### src/rtl/sync_fifo_param_if.sv
// Handshake/status bundle for sync_fifo_param: producer/consumer side is the
// master modport, the FIFO itself is the slave modport.
interface sync_fifo_param_if #(
  parameter int WIDTH = 8,
  parameter int DEPTH = 64
);
  localparam int CW = $clog2(DEPTH) + 1;

  logic             wr_en;
  logic [WIDTH-1:0] data_in;
  logic             rd_en;
  logic [WIDTH-1:0] data_out;
  logic             empty;
  logic             full;
  logic             almost_empty;
  logic             almost_full;
  logic             overflow;
  logic             underflow;
  logic [CW-1:0]    counter;

  modport master (
    output wr_en, data_in, rd_en,
    input  data_out, empty, full, almost_empty, almost_full,
           overflow, underflow, counter
  );

  modport slave (
    input  wr_en, data_in, rd_en,
    output data_out, empty, full, almost_empty, almost_full,
           overflow, underflow, counter
  );
endinterface

### src/rtl/sync_fifo_param.sv
// Parametrised single-clock FIFO with threshold flags and error pulses.
// Define SYNC_FIFO_FWFT_EN for first-word-fall-through output (zero read latency).
module sync_fifo_param #(
  parameter int WIDTH    = 8,
  parameter int DEPTH    = 64,
  parameter int AF_LEVEL = 60,
  parameter int AE_LEVEL = 4
) (
  input  logic              clk,
  input  logic              rst,
  sync_fifo_param_if.slave  bus
);
  localparam int AW = $clog2(DEPTH);
  localparam int CW = AW + 1;

  logic [WIDTH-1:0] mem_q [DEPTH];
  logic [AW-1:0]    wr_ptr_q, wr_ptr_d;
  logic [AW-1:0]    rd_ptr_q, rd_ptr_d;
  logic [CW-1:0]    count_q, count_d;
  logic             overflow_q, overflow_d;
  logic             underflow_q, underflow_d;
  logic             empty_s, full_s;
  logic             wr_acc, rd_acc;

  // A full FIFO still takes a write when the same cycle pops a word.
  always_comb begin
    empty_s     = (count_q == '0);
    full_s      = (count_q == CW'(DEPTH));
    rd_acc      = bus.rd_en & ~empty_s;
    wr_acc      = bus.wr_en & (~full_s | bus.rd_en);
    wr_ptr_d    = wr_acc ? wr_ptr_q + AW'(1) : wr_ptr_q;
    rd_ptr_d    = rd_acc ? rd_ptr_q + AW'(1) : rd_ptr_q;
    overflow_d  = bus.wr_en & ~wr_acc;
    underflow_d = bus.rd_en & ~rd_acc;
    count_d     = count_q;
    case ({wr_acc, rd_acc})
      2'b10:   count_d = count_q + CW'(1);
      2'b01:   count_d = count_q - CW'(1);
      default: count_d = count_q;
    endcase
  end

  always_ff @(posedge clk or posedge rst) begin
    if (rst) begin
      wr_ptr_q    <= '0;
      rd_ptr_q    <= '0;
      count_q     <= '0;
      overflow_q  <= 1'b0;
      underflow_q <= 1'b0;
    end else begin
      wr_ptr_q    <= wr_ptr_d;
      rd_ptr_q    <= rd_ptr_d;
      count_q     <= count_d;
      overflow_q  <= overflow_d;
      underflow_q <= underflow_d;
    end
  end

  // Storage is deliberately left unreset.
  always_ff @(posedge clk) begin
    if (wr_acc) mem_q[wr_ptr_q] <= bus.data_in;
  end

`ifdef SYNC_FIFO_FWFT_EN
  assign bus.data_out = mem_q[rd_ptr_q];
`else
  logic [WIDTH-1:0] data_out_q, data_out_d;

  always_comb begin
    data_out_d = rd_acc ? mem_q[rd_ptr_q] : data_out_q;
  end

  always_ff @(posedge clk or posedge rst) begin
    if (rst) data_out_q <= '0;
    else     data_out_q <= data_out_d;
  end

  assign bus.data_out = data_out_q;
`endif

  assign bus.counter      = count_q;
  assign bus.empty        = empty_s;
  assign bus.full         = full_s;
  assign bus.almost_empty = (count_q <= CW'(AE_LEVEL));
  assign bus.almost_full  = (count_q >= CW'(AF_LEVEL));
  assign bus.overflow     = overflow_q;
  assign bus.underflow    = underflow_q;
endmodule

### src/flat_wrapper.sv
// flat-port wrapper written by rule: the top's interface ports become plain ports
module sync_fifo_param_flat 
#(
  parameter int WIDTH    = 8,
  parameter int DEPTH    = 64,
  parameter int AF_LEVEL = 60,
  parameter int AE_LEVEL = 4
)
  (clk, rst, bus_wr_en, bus_data_in, bus_rd_en, bus_data_out, bus_empty, bus_full, bus_almost_empty, bus_almost_full, bus_overflow, bus_underflow, bus_counter);
  sync_fifo_param_if #(.WIDTH(WIDTH), .DEPTH(DEPTH)) bus_i ();
  input  logic clk;
  input  logic rst;
  input wire logic [$bits(bus_i.wr_en)-1:0] bus_wr_en;
  input wire logic [$bits(bus_i.data_in)-1:0] bus_data_in;
  input wire logic [$bits(bus_i.rd_en)-1:0] bus_rd_en;
  output wire logic [$bits(bus_i.data_out)-1:0] bus_data_out;
  output wire logic [$bits(bus_i.empty)-1:0] bus_empty;
  output wire logic [$bits(bus_i.full)-1:0] bus_full;
  output wire logic [$bits(bus_i.almost_empty)-1:0] bus_almost_empty;
  output wire logic [$bits(bus_i.almost_full)-1:0] bus_almost_full;
  output wire logic [$bits(bus_i.overflow)-1:0] bus_overflow;
  output wire logic [$bits(bus_i.underflow)-1:0] bus_underflow;
  output wire logic [$bits(bus_i.counter)-1:0] bus_counter;
  assign bus_i.wr_en = bus_wr_en;
  assign bus_i.data_in = bus_data_in;
  assign bus_i.rd_en = bus_rd_en;
  assign bus_data_out = bus_i.data_out;
  assign bus_empty = bus_i.empty;
  assign bus_full = bus_i.full;
  assign bus_almost_empty = bus_i.almost_empty;
  assign bus_almost_full = bus_i.almost_full;
  assign bus_overflow = bus_i.overflow;
  assign bus_underflow = bus_i.underflow;
  assign bus_counter = bus_i.counter;
  sync_fifo_param #(.WIDTH(WIDTH), .DEPTH(DEPTH), .AF_LEVEL(AF_LEVEL), .AE_LEVEL(AE_LEVEL)) u_core (.clk(clk), .rst(rst), .bus(bus_i));
endmodule
### config.mk
export PLATFORM = sky130hd
export DESIGN_NAME = sync_fifo_param_flat
export DESIGN_NICKNAME = d
export VERILOG_FILES = /design/src/rtl/sync_fifo_param_if.sv /design/src/rtl/sync_fifo_param.sv /design/src/flat_wrapper.sv
export SDC_FILE = /design/constraint.sdc
export NUM_CORES = 1
export LEC_CHECK = 0
export CAP_MARGIN = 25
export CORE_AREA = 3 3 235 237
export CTS_CLUSTER_DIAMETER = 40
export DETAILED_ROUTE_END_ITERATION = 10
export DIE_AREA = 0 0 238 240
export SLEW_MARGIN = 40
export SYNTH_ARGS = -nofsm -noshare
export SYNTH_HDL_FRONTEND = slang
export SYNTH_SLANG_ARGS = --single-unit
### constraint.sdc
create_clock -name clk -period 3.1 [get_ports clk]
set_input_delay 0.31 -clock clk [delete_from_list [all_inputs] [get_ports clk]]
set_output_delay 0.31 -clock clk [all_outputs]
set_load 0.005 [all_outputs]
[After elaboration in Yosys (flattened, before gate mapping)]
Memories as Yosys holds them, arrays and structs flattened. A register that Yosys moved wholly into a read port is not among the register bits.
Index checks and enable logic that the tools add are counted.
Storage, ports and cells
  register bits after elaboration: 21
  RAM bits: 512
  bits of input ports: 12
  output and inout bits: 21
  word-level logic and storage cells: 29
  memories: 1
Cells by class
  add/sub/neg operators: 4
  order comparisons: 2
  equality and inequality tests: 3
  multiplexer cells: 3
  bitwise logic cells: 9
  reduce and logical (&&, ||, !) cells: 2
Memories
  u_core.mem_q: words 64, bits a word 8, read ports 1, clocked after memory_dff 1, wr ports 1, line sync_fifo_param.sv:16  | logic [WIDTH-1:0] mem_q [DEPTH];
Operators with widths (count)
  7-bit case mux with 2 select lines: 1
  6-bit by 1-bit adder with 6-bit output, second input constant: 2
  7-bit by 1-bit adder with 7-bit output, second input constant: 1
  7-bit == test, second input constant: 1
  7-bit by 6-bit >= comparator with 1-bit output, second input constant: 1
  7-bit by 3-bit <= comparator with 1-bit output, second input constant: 1
  7-bit zero test: 1
  7-bit by 1-bit subtractor with 7-bit output, second input constant: 1
  1-bit AND: 4
  1-bit NOT: 4
  2-bit by 1-bit == test with 1-bit output, second input constant: 1
  2-bit == test, second input constant: 1
  1-bit two-way mux: 2
  2-bit nonzero test: 1
  1-bit bitwise OR: 1

[Longest topological paths before layout]
Gate-level depths: netlist (run 1).
  depth in word-level cells: 6
  mapped depth: 14
  depth with buffers taken out: 13

[Worst setup path before layout (run 1)]
Ideal clock, no wire load.
  path type: register to register
  from: register u_core.count_q[5] (netlist: u_core.bus.counter[5])
  to: register u_core.count_q[6] (netlist: u_core.bus.counter[6])
  library setup time: 0.125 ns
  arrival time: 2.920 ns
  data required time: 2.975 ns
  slack: 0.055 ns
  cell stages (with the launch flop): 12
  buffers on the path: 0
  clock period less this slack: 3.045 ns
  cells stage by stage: dfrtp_1 -> or3_4 -> o41ai_4 -> ha_1 -> inv_1 -> fa_1 -> nor2b_1 -> o21ai_0 -> a21boi_0 -> or3_1 -> nand3_1 -> xnor2_1
On the way
  word-level cells in the longest chain between the ends: 6
Ends and longest elaborated chain
  start, declared: line sync_fifo_param.sv:19  | logic [CW-1:0] count_q, count_d;
  start signal, assigned: line sync_fifo_param.sv:53  | count_q <= count_d;
  7-bit == test: line sync_fifo_param.sv:28  | full_s = (count_q == CW'(DEPTH));
  1-bit NOT: line sync_fifo_param.sv:30  | wr_acc = bus.wr_en & (~full_s | bus.rd_en);
  1-bit bitwise OR: line sync_fifo_param.sv:30
  1-bit AND: line sync_fifo_param.sv:30
  2-bit by 1-bit == test with 1-bit output or 2-bit == test (tied branches): line sync_fifo_param.sv:36  | case ({wr_acc, rd_acc})
  7-bit case mux with 2 select lines or 2-bit nonzero test (tied branches)
Parallel ways exist; a longest one is shown, timed or not.
A chain may end at the register's enable or synchronous reset.

[Final worst setup path (run 1)]
Ends and elaborated chain as after synthesis.

==> PnR_summary.wiki, run 1 <==
{| class="wikitable"
! Metric !! Value
|-
| Run status || finished clean
|-
| Share of the clock period used by the worst path after layout || 92.2%
|-
| Cell count after synthesis || 1097
|-
| Num rows || 85
|-
| Root buf cell || clkbuf_16
|-
| Startpoint of the worst register-to-register path || u_core.bus.counter[5]
|-
| Launching element type of the critical path || flip-flop
|-
| Total of endpoints with negative setup slack in the final report || 0
|-
| Share of the synthesized area in the top cell type || 72.1%
|-
| Die boundary width || 238 um
|-
| Mapped Nets || 1118
|-
| PwrDens || 912 nW/um2
|-
| Skew-Pair Late Insertion Delay || 0.60 ns
|-
| Clock input transition at the sequential cells of the worst setup and hold paths || 0.06 ns
|-
| H-tree depth reported by CTS || 3
|-
| Power Total || 23100 uW
|-
| Via count || 10800
|-
| Yosys cell types || 56
|-
| Number of iterations in the first detailed-routing pass || 5
|-
| DR WL/cell || 24.8 um
|-
| TritonCTS Sinks || 541
|-
| Synthesis-stage register bit count || 541
|-
| # DRC || 0
|-
| Leakage power total || 0.00830 uW
|-
| Data arrival, critical path || 3.32 ns
|-
| Worst Max-Slew Pin Slew || 0.839 ns
|-
| Die footprint || 57100 um2
|-
| Area of the core region || 53500 um2
|-
| Number of synthesized flops with an enable pin || 512
|-
| GRT Residual Overflow || 0
|-
| Final wirelength || 49200 um
|-
| Required arrival time at the worst endpoint || 3.56 ns
|-
| Growth of design area from synthesis to finish || 18.7%
|-
| Proportion of synthesized flip-flops having asynchronous set or reset || 5.36%
|-
| GPL Wtd Cong || 0.853
|-
| Number of antenna violations at the first check in global routing || 0
|-
| Type of the setup path with the least slack || reg -> reg
|-
| Commonest cells in the netlist || 512 x edfxtp_1, 106 x mux4_2, 77 x nor2_1, 38 x mux2i_1, 37 x nand2_1
|-
| Pins over their slew limit || 0
|-
| Via count of the first global-routing pass || 11200
|-
| Non-filler cells in the finished layout || 1988
|-
| Number of top-level pins || 33
|-
| Placed wire-length estimate after detailed placement || 30600 um
|-
| Hold Vio Cnt, Final || 0
|-
| Number of cells traversed by the worst register-to-register path || 11
|-
| Mean number of vias per cell || 5.45
|-
| Fill cell total of the finished layout || 4428
|-
| Total CTS buffers || 73
|-
| Dominant cell by count in the synthesized netlist || edfxtp_1
|-
| Utilization after layout || 47.3%
|-
| Unrepaired setup endpoints after global routing || no
|-
| Mean area per synthesized cell || 19.5 um2
|-
| Largest buffer count on any clock path || 3
|-
| Final TNS setup || 0 ns
|-
| Worst-path maximum fanout || 5
|-
| Sequential cell area || 16100 um2
|-
| ANT cells || 0
|-
| Final worst clock skew || 0.0174 ns
|-
| Hold buffer count at CTS || 0
|-
| All-Layer GR Usage || 17.5%
|-
| Area of the multi-input gates || 4890 um2
|-
| Crit. End Element || flip-flop
|-
| Cell area after synthesis || 21300 um2
|-
| Wire length of the first global-routing pass || 73600 um
|-
| Peak supply drop || 0.574 mV
|-
| Drt initial violations || 905
|-
| Startpoint of the worst setup timing path || u_core.bus.counter[5]
|-
| Hold Path Class || in -> async
|-
| Buffers on Ports || 32
|-
| Starting utilization of the core area || 39.9%
|-
| Placed insts || 1853
|-
| Pin count of the biggest net entering global routing || 65
|-
| Maximum achievable frequency || 350 MHz
|-
| Cell type with the highest aggregate area in the netlist || edfxtp_1
|-
| Yosys warning total || 0
|-
| Seq/Total Area, Yosys || 75.5%
|-
| Antenna-violating nets left || 0
|-
| Largest cells by area after synthesis || edfxtp_1 72%, mux4_2 11%, dfrtp_1 3.4%, mux2i_1 1.8%, nor2_1 1.4%
|-
| Total of max-cap violations || 0
|-
| Clock tree from TritonCTS || built
|-
| Commonest register cell after synthesis || edfxtp_1
|-
| Nets@finish || 1254
|-
| Tightest slew margin relative to the limit || 43.9%
|-
| Fraction of final layout cells with drive strength greater than 1 || 27.9%
|-
| Chip Height || 240 um
|-
| Post-layout min period || 2.86 ns
|}
-- final timing paths --
check	to	slack, ns
worst max-delay path	u_core.bus.counter[6]	0.24
worst min-delay path	u_core.bus.underflow	0.08
worst max register to register	u_core.bus.counter[6]	0.24
worst min register to register	u_core.wr_ptr_q[2]	0.58
max in group asynchronous	u_core.rd_ptr_q[2]	2.45
min in group clk	u_core.mem_q[56][5]	0.13
-- layout by cell type (no fill, tap or decap), drive strengths merged, types with 2 or more instances in the layout --
cell type,instances
nor2,78
clkbuf,78
a22oi,16
buf,98
o22ai,28
or2,2
a32oi,6
a21oi,16
clkinv,38
xnor2,12
nand3b,11
o21ai,10
nor3b,2
nand2,37
o31ai,12
mux2,7
nand3,15
o221ai,7
a211oi,16
ha,8
dfrtp,29
mux4,106
mux2i,38
edfxtp,512
xor2,3
clkdlybuf4s50,24
bufinv,2
nor3,9
or3,6
inv,27
nand4,5
and2,3
nand2b,4
nor2b,13
-- flip-flops by register name, summed over array words and instances (netlist names) --
register / count
u_core.mem_q: 512
u_core.bus.data_out: 8
u_core.bus.counter: 7
u_core.rd_ptr_q: 6
u_core.wr_ptr_q: 6
u_core.bus.overflow: 1
u_core.bus.underflow: 1
-- power by group --
group | internal [uW] | leakage (uW) | switching [uW]
Clock | 4660 | 0.00116 | 3300
Combinational | 2750 | 0.00218 | 3440
Sequential | 8440 | 0.00496 | 509
Total | 15800 | 0.00830 | 7250
-- per-layer routing --
layer | wire length, um | vias to the layer above | track usage, %
met5 | 0 | - | 0
met4 | 1070 | 0 | 5.86
met3 | 2770 | 73 | 2.99
met2 | 23800 | 324 | 28.0
met1 | 21600 | 5663 | 24.8
li1 | - | 4779 | -
-- kinds of logic (layout without fill, tap and decap cells) --
group	Yosys count	count (layout)	synth area share, %
flops	541	541	75.5
simple gates	190	190	4.38
mux	151	151	13.3
compound gates	118	118	3.86
buf+inv	73	268	1.78
xor+xnor	15	15	0.616
fa+ha+maj	9	9	0.563
-- stage by stage --
stage	hold WS, ns	worst slack [ns]	instance area (um2)
3_5_place_dp	0.559	0.0281	22900
3_3_place_gp	0.564	0.0893	22900
5_1_grt	0.107	0.0312	25300
4_1_cts	0.0714	0.0737	25300
2_1_floorplan	0.380	0.0552	21300
6_report	0.0767	0.240	25300
-- final cells by class --
class,count,share of cell area (%)
sequential,541,63.6
multi-input combinational,483,19.3
clock buffer,78,7.37
timing repair buffer,122,4.14
tap,696,3.44
clock inverter,56,1.91
inverter,12,0.198
-- worst max-delay path: stages, from the launching register on --
cell,delay [ns]
dfrtp_1,0.38
or3_4,0.42
o41ai_4,0.33
ha_2,0.28
inv_1,0.10
fa_1,0.40
nor2b_1,0.13
o21ai_1,0.09
a21boi_1,0.24
or3_1,0.15
nand3_1,0.09
xnor2_1,0.13
-- what timing repair did --
action	in CTS	in global routing
buffers inserted	0	1
resized for setup	0	4
endpoints found under the setup margin	0	2
Power figures use the tool's default switching activity.
==> run 2, diff against run 1 <==
--- a/config.mk
+++ b/config.mk
@@ -10,6 +10,7 @@
 export CTS_CLUSTER_DIAMETER = 40
 export DETAILED_ROUTE_END_ITERATION = 10
 export DIE_AREA = 0 0 238 240
+export GPL_TIMING_DRIVEN = 1
 export SLEW_MARGIN = 40
 export SYNTH_ARGS = -nofsm -noshare
 export SYNTH_HDL_FRONTEND = slang
==> results of run 2 <==
Same layout as run 1: the final DEF is identical, and so are final timing and power.
